===== src/rtl/matmul_loader_if.sv =====
// -----------------------------------------------------------------------------
// matmul_loader_if
//
// Purpose:
//   Groups the byte-stream handshake and the operand-memory write bus used by
//   matmul_loader into one bundle.
//
// Signals:
//   s_valid       stream byte valid             (producer -> loader)
//   s_data[7:0]   stream byte                   (producer -> loader)
//   s_ready       byte accepted on valid&ready  (loader -> producer)
//   mem_en_write  one-cycle write strobe        (loader -> memory)
//   mem_addr[9:0] write word address            (loader -> memory)
//   mem_data[31:0] write data                   (loader -> memory)
//
// Modports:
//   slave  : the loader's view (sinks the stream, sources the memory writes).
//   master : the environment's view (sources the stream, observes the writes).
// -----------------------------------------------------------------------------
interface matmul_loader_if;

  logic        s_valid;
  logic [7:0]  s_data;
  logic        s_ready;

  logic        mem_en_write;
  logic [9:0]  mem_addr;
  logic [31:0] mem_data;

  modport slave (
    input  s_valid,
    input  s_data,
    output s_ready,
    output mem_en_write,
    output mem_addr,
    output mem_data
  );

  modport master (
    output s_valid,
    output s_data,
    input  s_ready,
    input  mem_en_write,
    input  mem_addr,
    input  mem_data
  );

endinterface : matmul_loader_if


===== src/rtl/matmul_loader.sv =====
// -----------------------------------------------------------------------------
// matmul_loader
//
// Purpose:
//   Upstream feeder for the 4x4 matmul / average-pool engine. Takes a byte
//   stream holding matrix A (row-major) followed by matrix B (row-major).
//   A rows are packed straight into 32-bit words and written as they complete;
//   B is transposed into column words in a local buffer and flushed after the
//   last byte. Writes land at BASE_A+row and BASE_B+column.
//
// Parameters:
//   BASE_A  word address of A row 0 (rows at BASE_A+0..3)
//   BASE_B  word address of B column 0 (columns at BASE_B+0..3)
//
// Ports:
//   clk         single clock, rising edge
//   rstn        asynchronous active-low reset
//   start       one-cycle load request (honoured only in IDLE with mm_ready)
//   mm_ready    engine idle indication
//   bus         matmul_loader_if.slave: stream in (s_valid/s_data/s_ready),
//               memory write out (mem_en_write/mem_addr/mem_data)
//   kick_start  one-cycle start pulse to the engine
//   busy        high whenever the state is not IDLE
//   done        one-cycle pulse marking load completion
//
// Build option:
//   MATMUL_LOADER_AUTO_KICK_EN
//     defined   : KICK state exists; after the B flush the block waits for
//                 mm_ready and pulses kick_start together with done.
//     undefined : no KICK state; kick_start is tied low and done pulses in
//                 the cycle of the last B write.
// -----------------------------------------------------------------------------
module matmul_loader #(
  parameter logic [9:0] BASE_A = 10'h000,
  parameter logic [9:0] BASE_B = 10'h100
) (
  input  logic             clk,
  input  logic             rstn,
  input  logic             start,
  input  logic             mm_ready,
  matmul_loader_if.slave   bus,
  output logic             kick_start,
  output logic             busy,
  output logic             done
);

  // ---------------------------------------------------------------------------
  // State encoding
  // ---------------------------------------------------------------------------
  typedef enum logic [2:0] {
    IDLE    = 3'd0,
    LOAD_A  = 3'd1,
    LOAD_B  = 3'd2,
`ifdef MATMUL_LOADER_AUTO_KICK_EN
    FLUSH_B = 3'd3,
    KICK    = 3'd4
`else
    FLUSH_B = 3'd3
`endif
  } state_t;

  state_t            state_q, state_d;

  // Byte counter: byte index within the current matrix while loading,
  // column index (low two bits) while flushing B.
  logic [3:0]        bcnt_q, bcnt_d;

  // Lanes 0..2 of the A row being assembled; lane 3 goes straight from
  // s_data into the write word, so it is never stored.
  logic [23:0]       pack_q, pack_d;

  // Transposed B: bbuf_q[c] = {B[3][c], B[2][c], B[1][c], B[0][c]}.
  logic [3:0][31:0]  bbuf_q, bbuf_d;

  // Registered memory-write outputs.
  logic              wr_en_q,   wr_en_d;
  logic [9:0]        wr_addr_q, wr_addr_d;
  logic [31:0]       wr_data_q, wr_data_d;

  logic              done_q, done_d;

`ifdef MATMUL_LOADER_AUTO_KICK_EN
  logic              kick_q, kick_d;
`endif

  // ---------------------------------------------------------------------------
  // Stream handshake
  // ---------------------------------------------------------------------------
  logic s_ready_int;
  logic a_accept;
  logic b_accept;

  assign s_ready_int = (state_q == LOAD_A) || (state_q == LOAD_B);
  assign a_accept    = bus.s_valid && (state_q == LOAD_A);
  assign b_accept    = bus.s_valid && (state_q == LOAD_B);

  // ---------------------------------------------------------------------------
  // A pack lanes: each accepted A byte lands in lane bcnt[1:0].
  // ---------------------------------------------------------------------------
  genvar gi, gj;
  generate
    for (gi = 0; gi < 3; gi++) begin : g_pack_lane
      assign pack_d[gi*8 +: 8] =
        (a_accept && (bcnt_q[1:0] == 2'(gi))) ? bus.s_data : pack_q[gi*8 +: 8];
    end
  endgenerate

  // ---------------------------------------------------------------------------
  // B transpose buffer: byte k (row r = k[3:2], column c = k[1:0]) goes to
  // column word c, lane r. Each byte slot has its own decode so the store is
  // a plain byte-enable per slot rather than a shifter.
  // ---------------------------------------------------------------------------
  generate
    for (gi = 0; gi < 4; gi++) begin : g_bcol
      for (gj = 0; gj < 4; gj++) begin : g_blane
        assign bbuf_d[gi][gj*8 +: 8] =
          (b_accept && (bcnt_q == 4'(gj*4 + gi))) ? bus.s_data
                                                   : bbuf_q[gi][gj*8 +: 8];
      end
    end
  endgenerate

  // ---------------------------------------------------------------------------
  // Next-state and output decode
  // ---------------------------------------------------------------------------
  always_comb begin
    state_d   = state_q;
    bcnt_d    = bcnt_q;
    wr_en_d   = 1'b0;
    wr_addr_d = wr_addr_q;
    wr_data_d = wr_data_q;
    done_d    = 1'b0;
`ifdef MATMUL_LOADER_AUTO_KICK_EN
    kick_d    = 1'b0;
`endif

    case (state_q)
      IDLE: begin
        // A start while the engine is busy is dropped, not remembered.
        if (start && mm_ready) begin
          state_d = LOAD_A;
          bcnt_d  = 4'd0;
        end
      end

      LOAD_A: begin
        if (a_accept) begin
          bcnt_d = bcnt_q + 4'd1;
          // Lane 3 completes a row: write it next cycle using the live byte
          // for the top lane.
          if (bcnt_q[1:0] == 2'd3) begin
            wr_en_d   = 1'b1;
            wr_addr_d = BASE_A + {8'd0, bcnt_q[3:2]};
            wr_data_d = {bus.s_data, pack_q};
          end
          if (bcnt_q == 4'd15) begin
            state_d = LOAD_B;
          end
        end
      end

      LOAD_B: begin
        if (b_accept) begin
          bcnt_d = bcnt_q + 4'd1;
          if (bcnt_q == 4'd15) begin
            state_d = FLUSH_B;
          end
        end
      end

      FLUSH_B: begin
        // bcnt wrapped to 0 on entry; its low bits walk the columns.
        wr_en_d   = 1'b1;
        wr_addr_d = BASE_B + {8'd0, bcnt_q[1:0]};
        wr_data_d = bbuf_q[bcnt_q[1:0]];
        bcnt_d    = bcnt_q + 4'd1;
        if (bcnt_q[1:0] == 2'd3) begin
          bcnt_d = 4'd0;
`ifdef MATMUL_LOADER_AUTO_KICK_EN
          state_d = KICK;
`else
          // done is registered, so it shows up alongside the last B write.
          state_d = IDLE;
          done_d  = 1'b1;
`endif
        end
      end

`ifdef MATMUL_LOADER_AUTO_KICK_EN
      KICK: begin
        if (mm_ready) begin
          kick_d  = 1'b1;
          done_d  = 1'b1;
          state_d = IDLE;
        end
      end
`endif

      default: begin
        state_d = IDLE;
      end
    endcase
  end

  // ---------------------------------------------------------------------------
  // State registers
  // ---------------------------------------------------------------------------
  always_ff @(posedge clk or negedge rstn) begin
    if (!rstn) begin
      state_q   <= IDLE;
      bcnt_q    <= 4'd0;
      pack_q    <= 24'd0;
      bbuf_q    <= '0;
      wr_en_q   <= 1'b0;
      wr_addr_q <= 10'd0;
      wr_data_q <= 32'd0;
      done_q    <= 1'b0;
`ifdef MATMUL_LOADER_AUTO_KICK_EN
      kick_q    <= 1'b0;
`endif
    end else begin
      state_q   <= state_d;
      bcnt_q    <= bcnt_d;
      pack_q    <= pack_d;
      bbuf_q    <= bbuf_d;
      wr_en_q   <= wr_en_d;
      wr_addr_q <= wr_addr_d;
      wr_data_q <= wr_data_d;
      done_q    <= done_d;
`ifdef MATMUL_LOADER_AUTO_KICK_EN
      kick_q    <= kick_d;
`endif
    end
  end

  // ---------------------------------------------------------------------------
  // Outputs
  // ---------------------------------------------------------------------------
  assign bus.s_ready      = s_ready_int;
  assign bus.mem_en_write = wr_en_q;
  assign bus.mem_addr     = wr_addr_q;
  assign bus.mem_data     = wr_data_q;

  assign busy = (state_q != IDLE);
  assign done = done_q;

`ifdef MATMUL_LOADER_AUTO_KICK_EN
  assign kick_start = kick_q;
`else
  assign kick_start = 1'b0;
`endif

endmodule : matmul_loader


===== src/flat_wrapper.sv =====
// flat-port wrapper written by rule: the top's interface ports become plain ports
module matmul_loader_flat 
#(
  parameter logic [9:0] BASE_A = 10'h000,
  parameter logic [9:0] BASE_B = 10'h100
)
  (clk, rstn, start, mm_ready, kick_start, busy, done, bus_s_valid, bus_s_data, bus_s_ready, bus_mem_en_write, bus_mem_addr, bus_mem_data);
  matmul_loader_if bus_i ();
  input  logic clk;
  input  logic rstn;
  input  logic start;
  input  logic mm_ready;
  output logic kick_start;
  output logic busy;
  output logic done;
  input wire logic [$bits(bus_i.s_valid)-1:0] bus_s_valid;
  input wire logic [$bits(bus_i.s_data)-1:0] bus_s_data;
  output wire logic [$bits(bus_i.s_ready)-1:0] bus_s_ready;
  output wire logic [$bits(bus_i.mem_en_write)-1:0] bus_mem_en_write;
  output wire logic [$bits(bus_i.mem_addr)-1:0] bus_mem_addr;
  output wire logic [$bits(bus_i.mem_data)-1:0] bus_mem_data;
  assign bus_i.s_valid = bus_s_valid;
  assign bus_i.s_data = bus_s_data;
  assign bus_s_ready = bus_i.s_ready;
  assign bus_mem_en_write = bus_i.mem_en_write;
  assign bus_mem_addr = bus_i.mem_addr;
  assign bus_mem_data = bus_i.mem_data;
  matmul_loader #(.BASE_A(BASE_A), .BASE_B(BASE_B)) u_core (.clk(clk), .rstn(rstn), .start(start), .mm_ready(mm_ready), .bus(bus_i), .kick_start(kick_start), .busy(busy), .done(done));
endmodule

===== config.mk =====
export PLATFORM = sky130hd
export DESIGN_NAME = matmul_loader_flat
export DESIGN_NICKNAME = d
export VERILOG_FILES = /design/src/rtl/matmul_loader_if.sv /design/src/rtl/matmul_loader.sv /design/src/flat_wrapper.sv
export SDC_FILE = /design/constraint.sdc
export NUM_CORES = 1
export LEC_CHECK = 0
export ABC_CLOCK_PERIOD_IN_PS = 2900
export CAP_MARGIN = 10
export CORE_MARGIN = 2
export CORE_UTILIZATION = 50
export DETAILED_ROUTE_END_ITERATION = 10
export PLACE_DENSITY = 0.69
export SETUP_SLACK_MARGIN = 0.4
export SLEW_MARGIN = 0
export SYNTH_ARGS = -nofsm -noshare
export SYNTH_HDL_FRONTEND = slang
export SYNTH_SLANG_ARGS = --single-unit

===== constraint.sdc =====
create_clock -name clk -period 2.9 [get_ports clk]
set_input_delay 0.435 -clock clk [delete_from_list [all_inputs] [get_ports clk]]
set_output_delay 0.435 -clock clk [all_outputs]
set_load 0.005 [all_outputs]

Yosys cells after proc, flatten, opt, wreduce, memory -nomap -nowiden
Index checks and enable logic that the tools add are counted.
{ "classes": {"n_shift": 0, "n_reduce_logical": 32, "n_mux": 24, "n_mul": 0, "order_cmp": 1, "n_bitwise": 0, "n_eq_ne": 28, "n_addsub": 2, "div": 0} }
{ "ops": {"columns": ["cell", "count"], "rows": [
  ["32-bit 2-to-1 mux", 3],
  ["32-bit binary-select mux with 2-bit select", 1],
  ["32-bit one-hot mux with 2 select lines", 1],
  ["4-bit == test, second input constant", 8],
  ["1-bit logical AND", 22],
  ["10-bit 2-to-1 mux", 2],
  ["10-bit one-hot mux with 2 select lines", 1],
  ["3-bit 2-to-1 mux", 6],
  ["4-bit by 3-bit == test with 1-bit output, second input constant", 4],
  ["4-bit 2-to-1 mux", 4],
  ["4-bit one-hot mux with 4 select lines", 1],
  ["3-bit one-hot mux with 4 select lines", 1],
  ["9-bit by 2-bit adder with 10-bit output, first input constant", 1],
  ["4-bit by 2-bit == test with 1-bit output, second input constant", 2],
  ["2-bit by 1-bit != test with 1-bit output, second input constant", 4],
  ["3-bit by 2-bit == test with 1-bit output, second input constant", 2],
  ["2-bit != test, second input constant", 3],
  ["6-bit AND reduction", 1],
  ["4-bit by 1-bit adder with 4-bit output, second input constant", 1],
  ["2-bit == test, second input constant", 2],
  ["4-bit by 1-bit == test with 1-bit output, second input constant", 1],
  ["4-bit logical NOT", 1],
  ["4-bit AND reduction", 1],
  ["4-bit nonzero test", 1],
  ["other kinds (11)", 13]
]} }
{ "totals": {"mem_bits_ro": 0, "inputBits": 13, "mem_count": 0, "latchBits": 0, "output_inout_bits": 47, "mem_bits_rw": 0, "ff_bits": 203} }

Longest topological paths before layout
{ "depth": {"ltp_word": 4, "mapped_depth": 9, "mapped_depth_nobuf": 6} }

Least setup slack after synthesis
No wires, ideal clock.
{ "synth_timing": {"path_type": "flip-flop to flip-flop", "from": "register u_core.bcnt_q[0]", "to": "register u_core.bbuf_q[64] in the netlist's numbering", "t_required_ns": 2.775, "path_stages_with_launch": 10, "synth_period_minus_slack_ns": 2.151, "slack_ns": 0.749, "n_path_buf": 4, "t_arrival_ns": 2.026, "setup_ns": 0.125, "path_cell_list": "dfrtp_1 buf_4 buf_6 buf_2 inv_1 ha_1 nand3_2 or3_1 buf_4 mux2_4"} }
{ "synth_via": {"elab_chain_cells": 2} }
{ "synth_rtl": {"columns": ["element", "line_no", "text"], "rows": [
  ["start: declaration", "matmul_loader.sv:66", "logic [3:0] bcnt_q, bcnt_d;"],
  ["start signal: assignment", "matmul_loader.sv:223", "bcnt_q <= bcnt_d;"],
  ["4-bit by 2-bit == test with 1-bit output", "matmul_loader.sv:117", "(b_accept && (bcnt_q == 4'(gj*4 + gi))) ? bus.s_data"],
  ["1-bit logical AND", "matmul_loader.sv:117", null],
  ["end signal: assignment", "matmul_loader.sv:225", "bbuf_q <= bbuf_d;"],
  ["end: declaration", "matmul_loader.sv:73", "logic [3:0][31:0] bbuf_q, bbuf_d;"]
]} }
Every way passes these cells.
A chain may end at the register's enable or synchronous reset.

Final worst setup path
{ "layout_timing": {"from": "register u_core.state_q[1]", "to": "register u_core.pack_q[1]"} }
{ "layout_via": {"elab_chain_cells": 3} }
{ "layout_rtl": {"columns": ["element", "line_no", "text"], "rows": [
  ["start: declaration", "matmul_loader.sv:62", "state_t state_q, state_d;"],
  ["start signal: assignment", "matmul_loader.sv:222", "state_q <= state_d;"],
  ["3-bit by 1-bit == test with 1-bit output", "matmul_loader.sv:94", "assign a_accept = bus.s_valid && (state_q == LOAD_A);"],
  ["1-bit logical AND", "matmul_loader.sv:94", null],
  ["1-bit logical AND", "matmul_loader.sv:104", "(a_accept && (bcnt_q[1:0] == 2'(gi))) ? bus.s_data : pack_q[gi*8 +: 8];"],
  ["end signal: assignment", "matmul_loader.sv:224", "pack_q <= pack_d;"],
  ["end: declaration", "matmul_loader.sv:70", "logic [23:0] pack_q, pack_d;"]
]} }
Every way passes these cells.

==> metrics.yaml <==
root_buffer: "clkbuf_16"
period_minus_slack_ns: 2.355
syn_inst: 649
grt.busiest_layer: "met2"
wl_per_cell_um: 22.09
ctsHoldBuffers: 0
required_ns: 3.21
track_usage_pct: 23.18
port_buffers: 51
firstDrtPassIters: 5
synth_cell_types: 40
clkSinkCount: 195
cts_inserted_buffers: 17
initial_core_util_pct: 51.39
finalSetupViolCount: 0
instances_no_fill: 933
antenna_found_initial: 0
synth_top_cell_by_area: "dfrtp_1"
status: "finished, violations left"
synth_area_leaders: "dfrtp_1 55%, mux2_2 16%, mux4_2 4.5%, mux2_4 4.0%, mux2i_1 3.4%"
synth-edff-count: 0
path_cells: "inv_1 -> ha_1 -> buf_4 -> nand3_1 -> mux2_2"
n_antenna_cell: 0
die_h_um: 137.8
maxSlewHeadroom_pct: 44.80
clk_path_buf_depth: 2
use_met3_pct: 4.194
maxCapViolations: 0
globalRoute.totalOverflow: 0
final_nets: 717
cp-end-kind: "flip-flop"
cts_resized: 0
maxSlewViolCount: 0
max_clock_freq_ghz: 0.4247
leakage_uw: 0.004674
drt_iter0_markers: 380
grt_pass1_vias: 5880
drive_gt1_share_pct: 35.59
cpPeakStageDelay_ns: 0.50
ys_ff_latch: 195
grt_pass1_wl_mm: 32.49
hold_path.class: "in2async"
fin_crit_sh_pct: 81.20
die-area_mm2: 0.01899
ys_seq_area_share_pct: 54.51
gp_congestion: 0.8245
clkTransAtPathRegs_ns: 0.07
crit_family: "simple AND/OR/NAND/NOR gates"
crit_buf_inv: 2
cts_tree: "built"
tightest_slew_ns: 0.8253
crit_path_max_fanout: 15
grt_start_max_net_pins: 69
vias_per_cell: 6.008
vias: 5605
critPathKind: "reg2reg"
num_io_pins: 60
synth_area_mm2: 0.008951
grt_use_met2_pct: 38.47
place_area_mm2: 0.009683
dp_hpwl_mm: 13.33
post-route-cell-area_mm2: 0.01031
yosysMostFrequentCell: "dfrtp_1"
wirelength_mm: 20.61
coreArea_mm2: 0.01742
synth_ff_type: "dfrtp_1"
grtUsageMet1_pct: 30.65
fin_hold_ws_ns: -0.0002599
async_flop_share_pct: 100.0
synth_top_area_share_pct: 54.51
critPathSlowestCell: "nand3_1"
cts_max_level: 4
dp.cells: 901
crit_arrival_ns: 2.66
clk_latency_ns: 0.42
fill_cells: 1386
cp-start-kind: "flip-flop"
area_growth_pct: 15.15
post-route-drc-count: 0
die_w_um: 137.8
synth_common_cells: "195 x dfrtp_1, 127 x mux2_2, 36 x o22ai_1"
total_power_uw: 10240
cts_setup_buffers: 0
antenna_left: 0
peakVddDrop_mv: 0.6091
hold_violations: 1
yosys_warnings: 0
clock-skew-final_ns: 0.006805
power.density_mw_per_mm2: 993.3
rows: 48
rsz0062_at_grt: "false"
syn_avg_cell_area_um2: 13.79
violations: "negative hold slack"
tns_ns: 0
==> state kept, by name (all words and copies together), names as in the netlist <==
signal / count
u_core.bbuf_q: 128
u_core.bus.mem_data: 32
u_core.pack_q: 24
u_core.bcnt_q: 4
u_core.bus.mem_addr: 3
u_core.state_q: 2
u_core.bus.mem_en_write: 1
u_core.done: 1
==> per-stage QoR <==
| step | util [%] | setup WS [ns] |
|---|---|---|
| after floorplan | - | 0.7486 |
| after global placement | 55.60 | 0.3860 |
| after detailed placement | 55.60 | 0.3120 |
| after CTS | 59.18 | 0.5452 |
| after global routing | 59.18 | 0.4433 |
| final | 59.18 | 0.5452 |
==> cell usage in the layout (no fill, tap or decap), types with 3 or more instances in the layout <==
cell type,synthesis,routed
dfrtp_1,195,194
mux2_2,127,127
clkdlybuf4s50_1,0,50
o22ai_1,36,36
a21oi_1,35,35
mux2i_1,30,30
nand2_1,24,24
mux2_4,24,24
buf_4,15,23
mux4_2,18,18
clkbuf_16,0,17
a211oi_1,14,14
a22o_1,14,14
nor2_2,9,9
ha_1,9,9
nor2_1,8,8
conb_1,1,8
inv_1,7,7
nand3_1,6,6
clkbuf_8,0,6
o21ai_0,5,5
or3_1,4,4
nand2b_1,3,3
nand3_2,3,3
nand2_2,3,3
bufinv_16,0,3
clkinvlp_4,0,3
==> worst register-to-register path, cell delays in order (launching register included) <==
cell and delay [ns]:
dfrtp_1 0.41, inv_1 0.09, ha_1 0.43, buf_4 0.33, nand3_1 0.50, mux2_2 0.47
==> power by group <==
part | total, µW | internal (µW) | switching (µW)
sequential | 4050 | 3530 | 517
clock | 2460 | 1470 | 990
combinational | 3730 | 1990 | 1740
total | 10200 | 6990 | 3250
==> layer usage <==
metal | vias to the layer above | share of wire, %
met2 | 170 | 50
met5 | - | 0
met3 | 41 | 3.9
met1 | 2943 | 44
met4 | 0 | 2.8
li1 | 2451 | -
==> worst paths after layout <==
path | startpoint | end | slack [ns] | depth (start not counted)
worst max-delay path | u_core.state_q[1]$_DFFE_PN0P_ | u_core.pack_q[1]$_DFFE_PN0P_ | 0.55 | 5
worst min register to register | u_core.bus.mem_addr[0]$_DFFE_PN0P_ | u_core.bus.mem_addr[0]$_DFFE_PN0P_ | 0.49 | 2
worst min-delay path | rstn | u_core.bus.mem_data[6]$_DFFE_PN0P_ | -0.0003 | 1
min in group clk | u_core.bus.mem_addr[0]$_DFFE_PN0P_ | u_core.bus.mem_addr[0]$_DFFE_PN0P_ | 0.49 | 2
max in group asynchronous | rstn | u_core.bbuf_q[48]$_DFFE_PN0P_ | 2.05 | 2
worst max register to register | u_core.state_q[1]$_DFFE_PN0P_ | u_core.pack_q[1]$_DFFE_PN0P_ | 0.55 | 5
==> final cells by class <==
class                   instances  area (µm²)  share of cell area, %
flip-flops and latches        195        4881                  47.35
multi-input cells             396        3760                  36.48
repair buffers                 76       726.9                  7.053
clock buffers                  24       501.7                  4.868
well taps                     225       281.5                  2.731
clock inverters                 8       122.6                  1.190
inverters                       9       33.78                 0.3277
==> cell families (layout without fill, tap and decap cells) <==
group	after synthesis	after routing	share of synthesized area, %
other	1	8	0.04189
adder cells (fa/ha/maj)	9	9	1.258
AO/OA/AOI/OAI	112	112	8.149
buffers and inverters	65	117	3.774
flip-flops	195	195	54.51
XOR/XNOR	1	1	0.09787
AND/OR/NAND/NOR	65	65	4.026
multiplexers	201	201	28.14
Power figures use the tool's default switching activity.
==> edit (same settings) <==
Take the reset off `bbuf_q`, `wr_addr_q` and `wr_data_q` and load them in a clocked block of their own.
--- a/src/rtl/matmul_loader.sv
+++ b/src/rtl/matmul_loader.sv
@@ -211,8 +211,5 @@
       bcnt_q    <= 4'd0;
       pack_q    <= 24'd0;
-      bbuf_q    <= '0;
       wr_en_q   <= 1'b0;
-      wr_addr_q <= 10'd0;
-      wr_data_q <= 32'd0;
       done_q    <= 1'b0;
 `ifdef MATMUL_LOADER_AUTO_KICK_EN
@@ -223,8 +220,5 @@
       bcnt_q    <= bcnt_d;
       pack_q    <= pack_d;
-      bbuf_q    <= bbuf_d;
       wr_en_q   <= wr_en_d;
-      wr_addr_q <= wr_addr_d;
-      wr_data_q <= wr_data_d;
       done_q    <= done_d;
 `ifdef MATMUL_LOADER_AUTO_KICK_EN
@@ -232,4 +226,10 @@
 `endif
     end
+  end
+
+  always_ff @(posedge clk) begin
+    bbuf_q    <= bbuf_d;
+    wr_addr_q <= wr_addr_d;
+    wr_data_q <= wr_data_d;
   end
 
Check against the original RTL: differs if rstn is asserted again (counterexample within 10 cycles, from zero or initial values and one cycle with rstn low); with rstn held inactive, the same outputs for 10 cycles.
==> edit against the unedited design <==
Sequential power down 4%. Sequential cell count is the same. Combinational power is 37% lower. Total power decreased by 15%. Area after synthesis down 13%. Critical path type unchanged. Largest power group unchanged. Setup slack better by 92 ps. Highest routed layer unchanged. Routed wire length decreased by 31%. Final area decreased by 11%. Die area fell by 13%.
==> edit: results (changes against the unedited design) <==
First-pass DRT Iterations=4 (-1); CTS H-Tree Depth=4 (unchanged); DP Wirelength=8690 um (-35%); gpl congestion=0.819 (-0.62%); Total GRT Usage=0.186 (-0.0455); Buffers on Ports=51 (unchanged); WP data arrival=2320 ps (-340 ps); layout cells sized above 1=0.301 (-0.0551); warnings from Yosys=0 (unchanged); max incr delay on CP=810 ps (+310 ps); Post-synth ARST share=0.164 (-0.836); Max Root-Sink Buffers=2 (unchanged); synth top area cells=edfxtp_1, dfrtp_1, mux4_2, mux2_2, mux2_4; pin count of the biggest net entering global routing=39 (-43%); Setup Skew=6.58 ps (-0.223 ps); drt first-iter violations=308 (-19%); most instantiated cells after synthesis=edfxtp_1, mux2_2, dfrtp_1, mux4_2, mux2_4; Ant. Diodes=0 (unchanged); leak pwr=3.21 nW (-31%); filler cell count=1065 (-23%); maximum vdd drop=0.465 mV (-24%); Top Family by Delay on Critical Path=flip-flops; Vias/cell=5.57 (-7.3%); status=complete, no violations; Slew @ Worst Pin=737 ps (-88.0 ps); metal2 WL=7430 um (-28%); met3 WL=371 um (-54%); CP max stage cell=dfrtp_2; Worst Path Max Fanout=21 (+6); switch share=0.257 (-0.0601); # nets final=481 (-33%); Post-synth EDFFs=163 (+163); met1 WL=6290 um (-30%); vias in the first global route=3872 (-34%); Total Wirelength=14300 um (-31%); Seq/Total Area, Yosys=0.731 (+0.186); Distinct cells, synth=32 (-20%); first-pass GRT wire length=22100 um (-32%)
edit: cell count changes after synthesis, moves of 7 or more:
cell      before  now
a22o_1        14    0
mux4_2        18   26
a211oi_1      14    0
nand2_1       24    8
nor2_1         8   16
clkbuf_1      24    1
edfxtp_1       0  163
mux2_2       127   38
a21oi_1       35    1
o22ai_1       36    0
buf_4         15    8
dfrtp_1      195   32
nor2_2         9    0
mux2i_1       30    1
edit: cell type report:
cell class              instances  area share
well taps                     188      0.0256
flip-flops and latches        195       0.619
repair buffers                 76      0.0772
inverters                       8     0.00326
multi-input cells             161       0.208
clock buffers                  17      0.0462
clock inverters                15      0.0204
edit: logic make-up (layout without fill, tap and decap cells):
group / count (synthesis) / after routing / synth area share
buffers and inverters: 32 / 116 / 0.0276
AO/OA/AOI/OAI: 10 / 10 / 0.00996
AND/OR/NAND/NOR: 41 / 41 / 0.0231
XOR/XNOR: 1 / 1 / 0.00113
other: 1 / 8 / 0.000482
adder cells (fa/ha/maj): 9 / 9 / 0.0145
flip-flops: 195 / 195 / 0.731
multiplexers: 92 / 92 / 0.192
edit: path summary, 6_finish.rpt:
kind | end | slack [ps] | from | cells past startpoint
worst max-delay path | u_core.bbuf_q[49] | 640 | u_core.bcnt_q[0] | 3
worst min-delay path | u_core.bcnt_q[1] | 440 | rstn | 2
worst max register to register | u_core.bbuf_q[49] | 640 | u_core.bcnt_q[0] | 3
worst min register to register | u_core.pack_q[22] | 500 | u_core.pack_q[22] | 1
max in group asynchronous | u_core.bcnt_q[0] | 2100 | rstn | 2
min in group clk | u_core.pack_q[22] | 500 | u_core.pack_q[22] | 1
edit: power by group through the flow:
stage / clock network, mW / logic [mW] / registers, mW
after detailed placement: 0 / 2.34 / 3.95
after global routing: 2.59 / 2.53 / 3.94
after CTS: 2.46 / 2.36 / 3.90
final: 2.42 / 2.35 / 3.89
after global placement: 0 / 2.28 / 3.94
after floorplan: 0 / 1.65 / 3.84
edit: metal layers:
metal / GRT usage / vias to the layer above
met5: 0 / -
met4: 0.0652 / 0
met3: 0.0378 / 17
met2: 0.314 / 76
met1: 0.245 / 1943
li1: - / 1641
edit: metrics by stage:
stage | cells | instance area, um2 | hold WS (ps) | worst slack (ps)
after floorplan | 388 | 7820 | 139 | 795
after global placement | 627 | 8570 | 484 | 558
after detailed placement | 627 | 8570 | 494 | 500
after CTS | 659 | 9180 | 448 | 607
after global routing | 660 | 9200 | 469 | 410
final | 660 | 9200 | 440 | 637
